$ cat src/rtl/booth_seq_multiplier.sv
// booth_seq_multiplier: sequential radix-4 Booth multiplier, one partial product per clock.
// Signed or unsigned operands; both are widened by two bits so one datapath serves both modes.
module booth_seq_multiplier #(
   parameter int WIDTH = 32
) (
   input  logic               clk,
   input  logic               reset,
   input  logic               start,
   input  logic               signed_mode,
   input  logic [WIDTH-1:0]   multiplicand,
   input  logic [WIDTH-1:0]   multiplier,
   output logic               busy,
   output logic               done,
   output logic [2*WIDTH-1:0] product
);
   localparam int N  = WIDTH / 2 + 1;
   localparam int CW = $clog2(N + 1);
   localparam int EW = WIDTH + 2;
   localparam int HW = WIDTH + 4;
   typedef enum logic [1:0] {IDLE, RUN, DONE} state_t;
   state_t             state_q, state_d;
   logic [EW-1:0]      a_q, a_d, lo_q, lo_d;
   logic [HW-1:0]      hi_q, hi_d;
   logic               prev_q, prev_d;
   logic [CW-1:0]      cnt_q, cnt_d;
   logic [2*WIDTH-1:0] product_q, product_d;
   logic [2:0]         win;
   logic               neg, two, zero;
   logic [HW-1:0]      a_ext, mag, pp, sum;
   logic signed [HW+EW-1:0] shifted;
   // {hi_q, lo_q} is the accumulator; lo_q starts as the multiplier and is shifted out as digits are consumed
   assign win     = {lo_q[1:0], prev_q};
   assign neg     = win[2];
   assign two     = (win == 3'b011) || (win == 3'b100);
   assign zero    = (win == 3'b000) || (win == 3'b111);
   assign a_ext   = {{2{a_q[EW-1]}}, a_q};
   assign mag     = two ? (a_ext << 1) : a_ext;
   assign pp      = zero ? '0 : (neg ? -mag : mag);
   assign sum     = hi_q + pp;
   assign shifted = $signed({sum, lo_q}) >>> 2;
   assign busy    = state_q == RUN;
   assign done    = state_q == DONE;
   assign product = product_q;
   always_comb begin
      state_d   = state_q;
      a_d       = a_q;
      lo_d      = lo_q;
      hi_d      = hi_q;
      prev_d    = prev_q;
      cnt_d     = cnt_q;
      product_d = product_q;
      case (state_q)
         IDLE, DONE: begin
            state_d = start ? RUN : IDLE;
            if (start) begin
               a_d    = {{2{signed_mode & multiplicand[WIDTH-1]}}, multiplicand};
               lo_d   = {{2{signed_mode & multiplier[WIDTH-1]}}, multiplier};
               hi_d   = '0;
               prev_d = 1'b0;
               cnt_d  = CW'(N);
            end
         end
         RUN: begin
            hi_d   = shifted[HW+EW-1:EW];
            lo_d   = shifted[EW-1:0];
            prev_d = lo_q[1];
            cnt_d  = cnt_q - 1'b1;
            if (cnt_q == CW'(1)) begin
               product_d = shifted[2*WIDTH-1:0];
               state_d   = DONE;
            end
         end
         default: state_d = IDLE;
      endcase
   end
   always_ff @(posedge clk or posedge reset) begin
      if (reset) begin
         state_q   <= IDLE;
         a_q       <= '0;
         lo_q      <= '0;
         hi_q      <= '0;
         prev_q    <= 1'b0;
         cnt_q     <= '0;
         product_q <= '0;
      end else begin
         state_q   <= state_d;
         a_q       <= a_d;
         lo_q      <= lo_d;
         hi_q      <= hi_d;
         prev_q    <= prev_d;
         cnt_q     <= cnt_d;
         product_q <= product_d;
      end
   end
endmodule

$ cat config.mk
export PLATFORM = sky130hd
export DESIGN_NAME = booth_seq_multiplier
export DESIGN_NICKNAME = d
export VERILOG_FILES = /design/src/rtl/booth_seq_multiplier.sv
export SDC_FILE = /design/constraint.sdc
export NUM_CORES = 1
export LEC_CHECK = 0
export ABC_AREA = 0
export CORE_MARGIN = 10
export CORE_UTILIZATION = 45
export CTS_CLUSTER_SIZE = 8
export DETAILED_ROUTE_END_ITERATION = 7
export DONT_BUFFER_PORTS = 1
export SETUP_SLACK_MARGIN = 0.1
export SYNTH_ARGS = -nofsm -noshare
export SYNTH_HDL_FRONTEND = slang
export SYNTH_SLANG_ARGS = --single-unit
$ cat constraint.sdc
create_clock -name clk -period 6 [get_ports clk]
set_input_delay 1.2 -clock clk [delete_from_list [all_inputs] [get_ports clk]]
set_output_delay 1.2 -clock clk [all_outputs]
set_load 0.05 [all_outputs]
# Word-level counts from Yosys, hierarchy flattened
# Cells that the tools add are included.
# classes
bitwise	2
n_reduce_logical	9
n_mux	14
eq_ne	8
add_sub_neg	3
# op_table
cell	n
2-to-1 mux 36 bit	3
case mux 36 bit (2 select lines)	1
case mux 34 bit (2 select lines)	1
adder 36 bit	1
negation 36 bit	1
2-to-1 mux 34 bit	1
2-to-1 mux 33 bit	1
case mux 5 bit (2 select lines)	1
equality test 3 bit (second input constant)	2
AND reduction 2 bit	3
equality test 5 x 1 -> 1 bit (second input constant)	1
2-to-1 mux 5 bit	1
subtractor 5 x 1 -> 5 bit (second input constant)	1
case mux 2 bit (2 select lines)	1
equality test 3 x 2 -> 1 bit (second input constant)	1
logical NOT 3 bit	1
bitwise AND 1 bit	2
equality test 2 x 1 -> 1 bit (second input constant)	1
equality test 2 bit (second input constant)	1
logical NOT 2 bit	1
logical OR 1 bit	2
2-to-1 mux 1 bit	2
2-to-1 mux 2 bit	1
!= test 2 x 1 -> 1 bit (second input constant)	1
4 further kinds	4
# word_totals
input_bits	68
register_bits	175
elab_cells	43

# Logic depth before layout (Yosys ltp)
# depth
ltp_word	8
mapped_depth	27
depth_no_buf	22

# Worst setup path before layout
# Ideal clock, no wire load.
# synth_path
path_kind	register to register
from	reg lo_q[0]
to	reg product_q[61], in the netlist product[61]
n_path_buf	5
period_less_slack_ns	5.898
arrival_time_ns	5.773
stages_incl_launch_ff	27
path_slack_ns	0.102
required_time_ns	5.875
path_cell_list	dfrtp_1 buf_4 or3b_4 o21ai_2 buf_1 buf_2 mux2i_1 ha_1 nand2b_1 a21oi_1 o211a_1 nand4_2 or3_1 buf_2 o21ai_0 xnor2_1 nor2_1 ha_1 clkbuf_1 nand2_1 nor3_1 nor3b_1 or3b_2 a41oi_1 a31oi_1 xnor2_1 mux2_2
# synth_between
elab_chain_len	7
word_cells_on_any_way	11
classes_between	add/sub (2); eq/ne (3); mux (3); reduce/logical (3)
# synth_lines
item	line	text
start: declaration	22	logic [EW-1:0] a_q, a_d, lo_q, lo_d;
start signal: assignment	88	lo_q <= lo_d;
equality test 3 x 2 -> 1 bit or equality test 3 bit (tied branches)	34	assign two = (win == 3'b011) || (win == 3'b100);
logical OR 1 bit	34	
2-to-1 mux 33 bit	37	assign mag = two ? (a_ext << 1) : a_ext;
negation 36 bit	38	assign pp = zero ? '0 : (neg ? -mag : mag);
2-to-1 mux 36 bit	38	
2-to-1 mux 36 bit *	38	
adder 36 bit *	39	assign sum = hi_q + pp;
end signal: assignment	92	product_q <= product_d;
end: declaration	26	logic [2*WIDTH-1:0] product_q, product_d;
# Every way passes the cells marked *; elsewhere a longest branch is shown, timed or not.
# A chain may end at the register's enable or synchronous reset.

# Worst setup path after layout
# layout_path
from	reg lo_q[1]
to	reg product_q[61], in the netlist product[61]
# The elaborated chain is that of the path after synthesis.

==> flow_summary.yaml <==
worst_setup_path:
  worstPathCellList: "or3b_4 > o21ai_2 > mux2i_1 > ha_1 > nand2b_1 > a21oi_1 > o211a_1 > nand4_2 > or3_4 > xor2_1 > a22oi_1 > o21ai_0 > ha_1 > and4_1 > nand3_1 > nor3b_1 > or3b_2 > a41oi_1 > a31oi_1 > xnor2_1 > mux2_2"
  r2r_end: "product[61]"
  critPathRequiredTime_ns: 6.34
  cp_slowest_stage_delay_ns: 0.49
  critPathSlowestCell: "dfrtp_1"
  worstSetupPathType: "reg -> reg"
  path_depth: 21
  path_max_fanout: 9
  crit_buf_inv: 0
  startpoint_type: "flip-flop"
  crit_path_end: "product[61]"
  endpoint_kind: "flip-flop"
  crit_arrival_ns: 5.84
  rrSetupSlack_ns: 0.50
  path_delay_family: "simple AND/OR/NAND/NOR gates"
  cpMostUsedCell: "ha_1"
  critPathLaunch: "lo_q[1]"
  r2r_cells: 21
  r2r_start: "lo_q[1]"
layout:
  drive_gt1_share_pct: 9.459
  diodes: 0
  area_growth_pct: 8.422
  final_nets: 1352
placement:
  gp_congestion: 0.8940
  io_buffers: 0
  hpwlAfterDp_um: 22120
worst_hold_path:
  holdPathStages: 1
  hold_class: "reg -> reg"
grt:
  grt_pass1_vias: 9078
  grtUsageTotal_pct: 20.22
  overflow: 0
  grt_max_degree: 75
  antenna_found_initial: 0
  grt_first_pass_wirelength_um: 50850
synthesis:
  ys_seq_elements: 173
  synthTopCellsByArea: "dfrtp_1 39%, nand2_1 11%, ha_1 4.3%, xnor2_1 3.3%, o21ai_0 3.3%"
  syn_avg_cell_area_um2: 8.502
  yosysTopAreaCell: "dfrtp_1"
  synthFlopType: "dfrtp_1"
  synth.top_cell.area_share_pct: 39.38
  syn-cell-area_mm2: 0.01099
  synthArstFlopShare_pct: 100.0
  netlist_instances: 1293
  yosys_warnings: 0
  ys_seq_area_share_pct: 39.38
  synth_edf_count: 0
  synth_fp_nets: 1400
  synth.distinct_cells: 86
cts:
  cts_htree_levels: 4
  clock_path_buffers: 2
  clock_sinks: 173
  clk_pin_slew_ns: 0.08
  ctsRootBufferMaster: "clkbuf_16"
  cts-buffers-inserted: 17
  cts_tree: "built"
  clkLatencyLatePin_ns: 0.45
sta:
  slew_headroom_pct: 32.65
  final-hold-violation-count: 0
  final_max_slew_viol_count: 0
  clock_skew_ns: 0.01485
  setup_viol: 0
  fmax_ghz: 0.1818
  fin_crit_sh_pct: 91.70
  timing.final.crit_period_ns: 5.502
  tightest_slew_ns: 1.008
  rsz0062_at_grt: "no"
  tns_ns: 0
  timing.hold.ws_ns: 0.4765
die:
  die_x_um: 176.3
  die_h_um: 176.3
  io_pins: 134
  dieArea_mm2: 0.03108
  initial_core_util_pct: 45.47
  coreArea_mm2: 0.02418
  rows: 57
detailed_routing:
  vias: 9341
  firstDrtPassIters: 5
  avgRoutedWirePerCell_um: 20.16
  viasPerCell: 5.905
  drtIter0Drc: 739
  finalWirelength_um: 31890
  remaining_drc_errors: 0
  drtAntennaViolNets: 0
outcome:
  status: "finished, final reports clean"
job:
  maxCapViolCount: 0
[cells in the mapped netlist, types with 4 or more instances]
cell / count
a41oi_1: 5
buf_2: 14
ha_1: 38
o211ai_1: 5
and3_1: 6
nor2b_1: 19
nor3b_1: 11
xor2_1: 17
o31ai_1: 5
buf_1: 12
a21oi_1: 51
mux2i_1: 15
a211oi_1: 7
o21ai_0: 72
o211a_1: 5
or3_1: 14
nor3_1: 36
nand3_1: 24
or4_1: 4
dfrtp_1: 173
nand2b_1: 11
nor4_1: 5
clkbuf_1: 65
nand4_1: 4
inv_1: 20
o22ai_1: 6
mux2_2: 23
nand2_1: 335
o31a_1: 5
o221ai_1: 6
a221o_1: 5
o21bai_1: 4
a21o_1: 15
a22o_1: 26
nor2_1: 54
o21a_1: 4
a22oi_1: 36
a31oi_1: 17
xnor2_1: 42
[kinds of logic after synthesis]
group	count (synthesis)	synth area share [%]
AOI/OAI and AO/OA	313	20.12
buffers and inverters	115	4.257
adders and majority gates	41	4.689
DFF	173	39.38
muxes	38	3.722
and+or+nand+nor	554	23.13
xor gates and xnor gates	59	4.701
[layout make-up]
| type | count | area (um2) |
|---|---|---|
| Sequential cell | 173 | 4329 |
| Multi-Input combinational cell | 1005 | 6227 |
| Timing Repair Buffer | 27 | 232.7 |
| Clock buffer | 17 | 425.4 |
| Fill cell | 2249 | 12260 |
| Inverter | 21 | 83.83 |
| Clock inverter | 15 | 215.2 |
| Tap cell | 324 | 405.4 |
[sequential cells by signal, indices dropped and copies added, names as in the netlist]
name     cells
a_q         33
cnt_q        5
hi_q        34
lo_q        34
prev_q       1
product     64
state_q      2
[worst register-to-register path: stages (launching register included)]
cell      delay, ns
dfrtp_1        0.49
or3b_4         0.47
o21ai_2        0.10
mux2i_1        0.22
ha_1           0.24
nand2b_1       0.07
a21oi_1        0.11
o211a_1        0.25
nand4_2        0.20
or3_4          0.45
xor2_1         0.16
a22oi_1        0.15
o21ai_0        0.15
ha_1           0.39
and4_1         0.25
nand3_1        0.14
nor3b_1        0.20
or3b_2         0.49
a41oi_1        0.31
a31oi_1        0.15
xnor2_1        0.16
mux2_2         0.27
[routing by layer]
layer	GRT usage, %	vias up	wire, um
met5	0	-	0
met4	7.700	0	923
met3	6.536	40	2822
met2	30.58	317	14210
met1	26.41	4502	13930
li1	-	4482	-
[per-stage QoR]
stage | setup WS, ns | instance area [um2] | cells | util (%)
after floorplan | 0.1022 | 10990 | 1293 | -
after global placement | 0.6030 | 11240 | 1549 | 46.49
after detailed placement | 0.4704 | 11240 | 1549 | 46.49
after CTS | 0.4325 | 11880 | 1581 | 49.14
after global routing | 0.09066 | 11920 | 1582 | 49.30
final | 0.4982 | 11920 | 1582 | 49.30
[worst min path at each step]
stage | start | end | slack (ns)
final | cnt_q[4] | cnt_q[4] | 0.48
after detailed placement | cnt_q[4] | cnt_q[4] | 0.47
after global placement | cnt_q[4] | cnt_q[4] | 0.46
after CTS | cnt_q[4] | cnt_q[4] | 0.48
after global routing | cnt_q[4] | cnt_q[4] | 0.50
after floorplan | cnt_q[4] | cnt_q[4] | 0.45
[cells in the final DEF (no fill, tap or decap), types with 26 or more instances in the layout]
| master | instances |
|---|---|
| nor2_1 | 53 |
| nand2_1 | 334 |
| ha_1 | 38 |
| nor3_1 | 36 |
| a22oi_1 | 36 |
| dfrtp_1 | 173 |
| a22o_1 | 26 |
| o21ai_0 | 72 |
| xnor2_1 | 42 |
| a21oi_1 | 50 |
[what timing repair did]
action                     4_1_cts  5_1_grt
setup endpoints to repair        0        7
buffers inserted                 0        0
hold buffers                     0        0
gates resized for setup          0        3
Power is left out: the tool's default activity adds up to more than one toggle a clock period on the data nets, which glitch-free logic cannot reach.
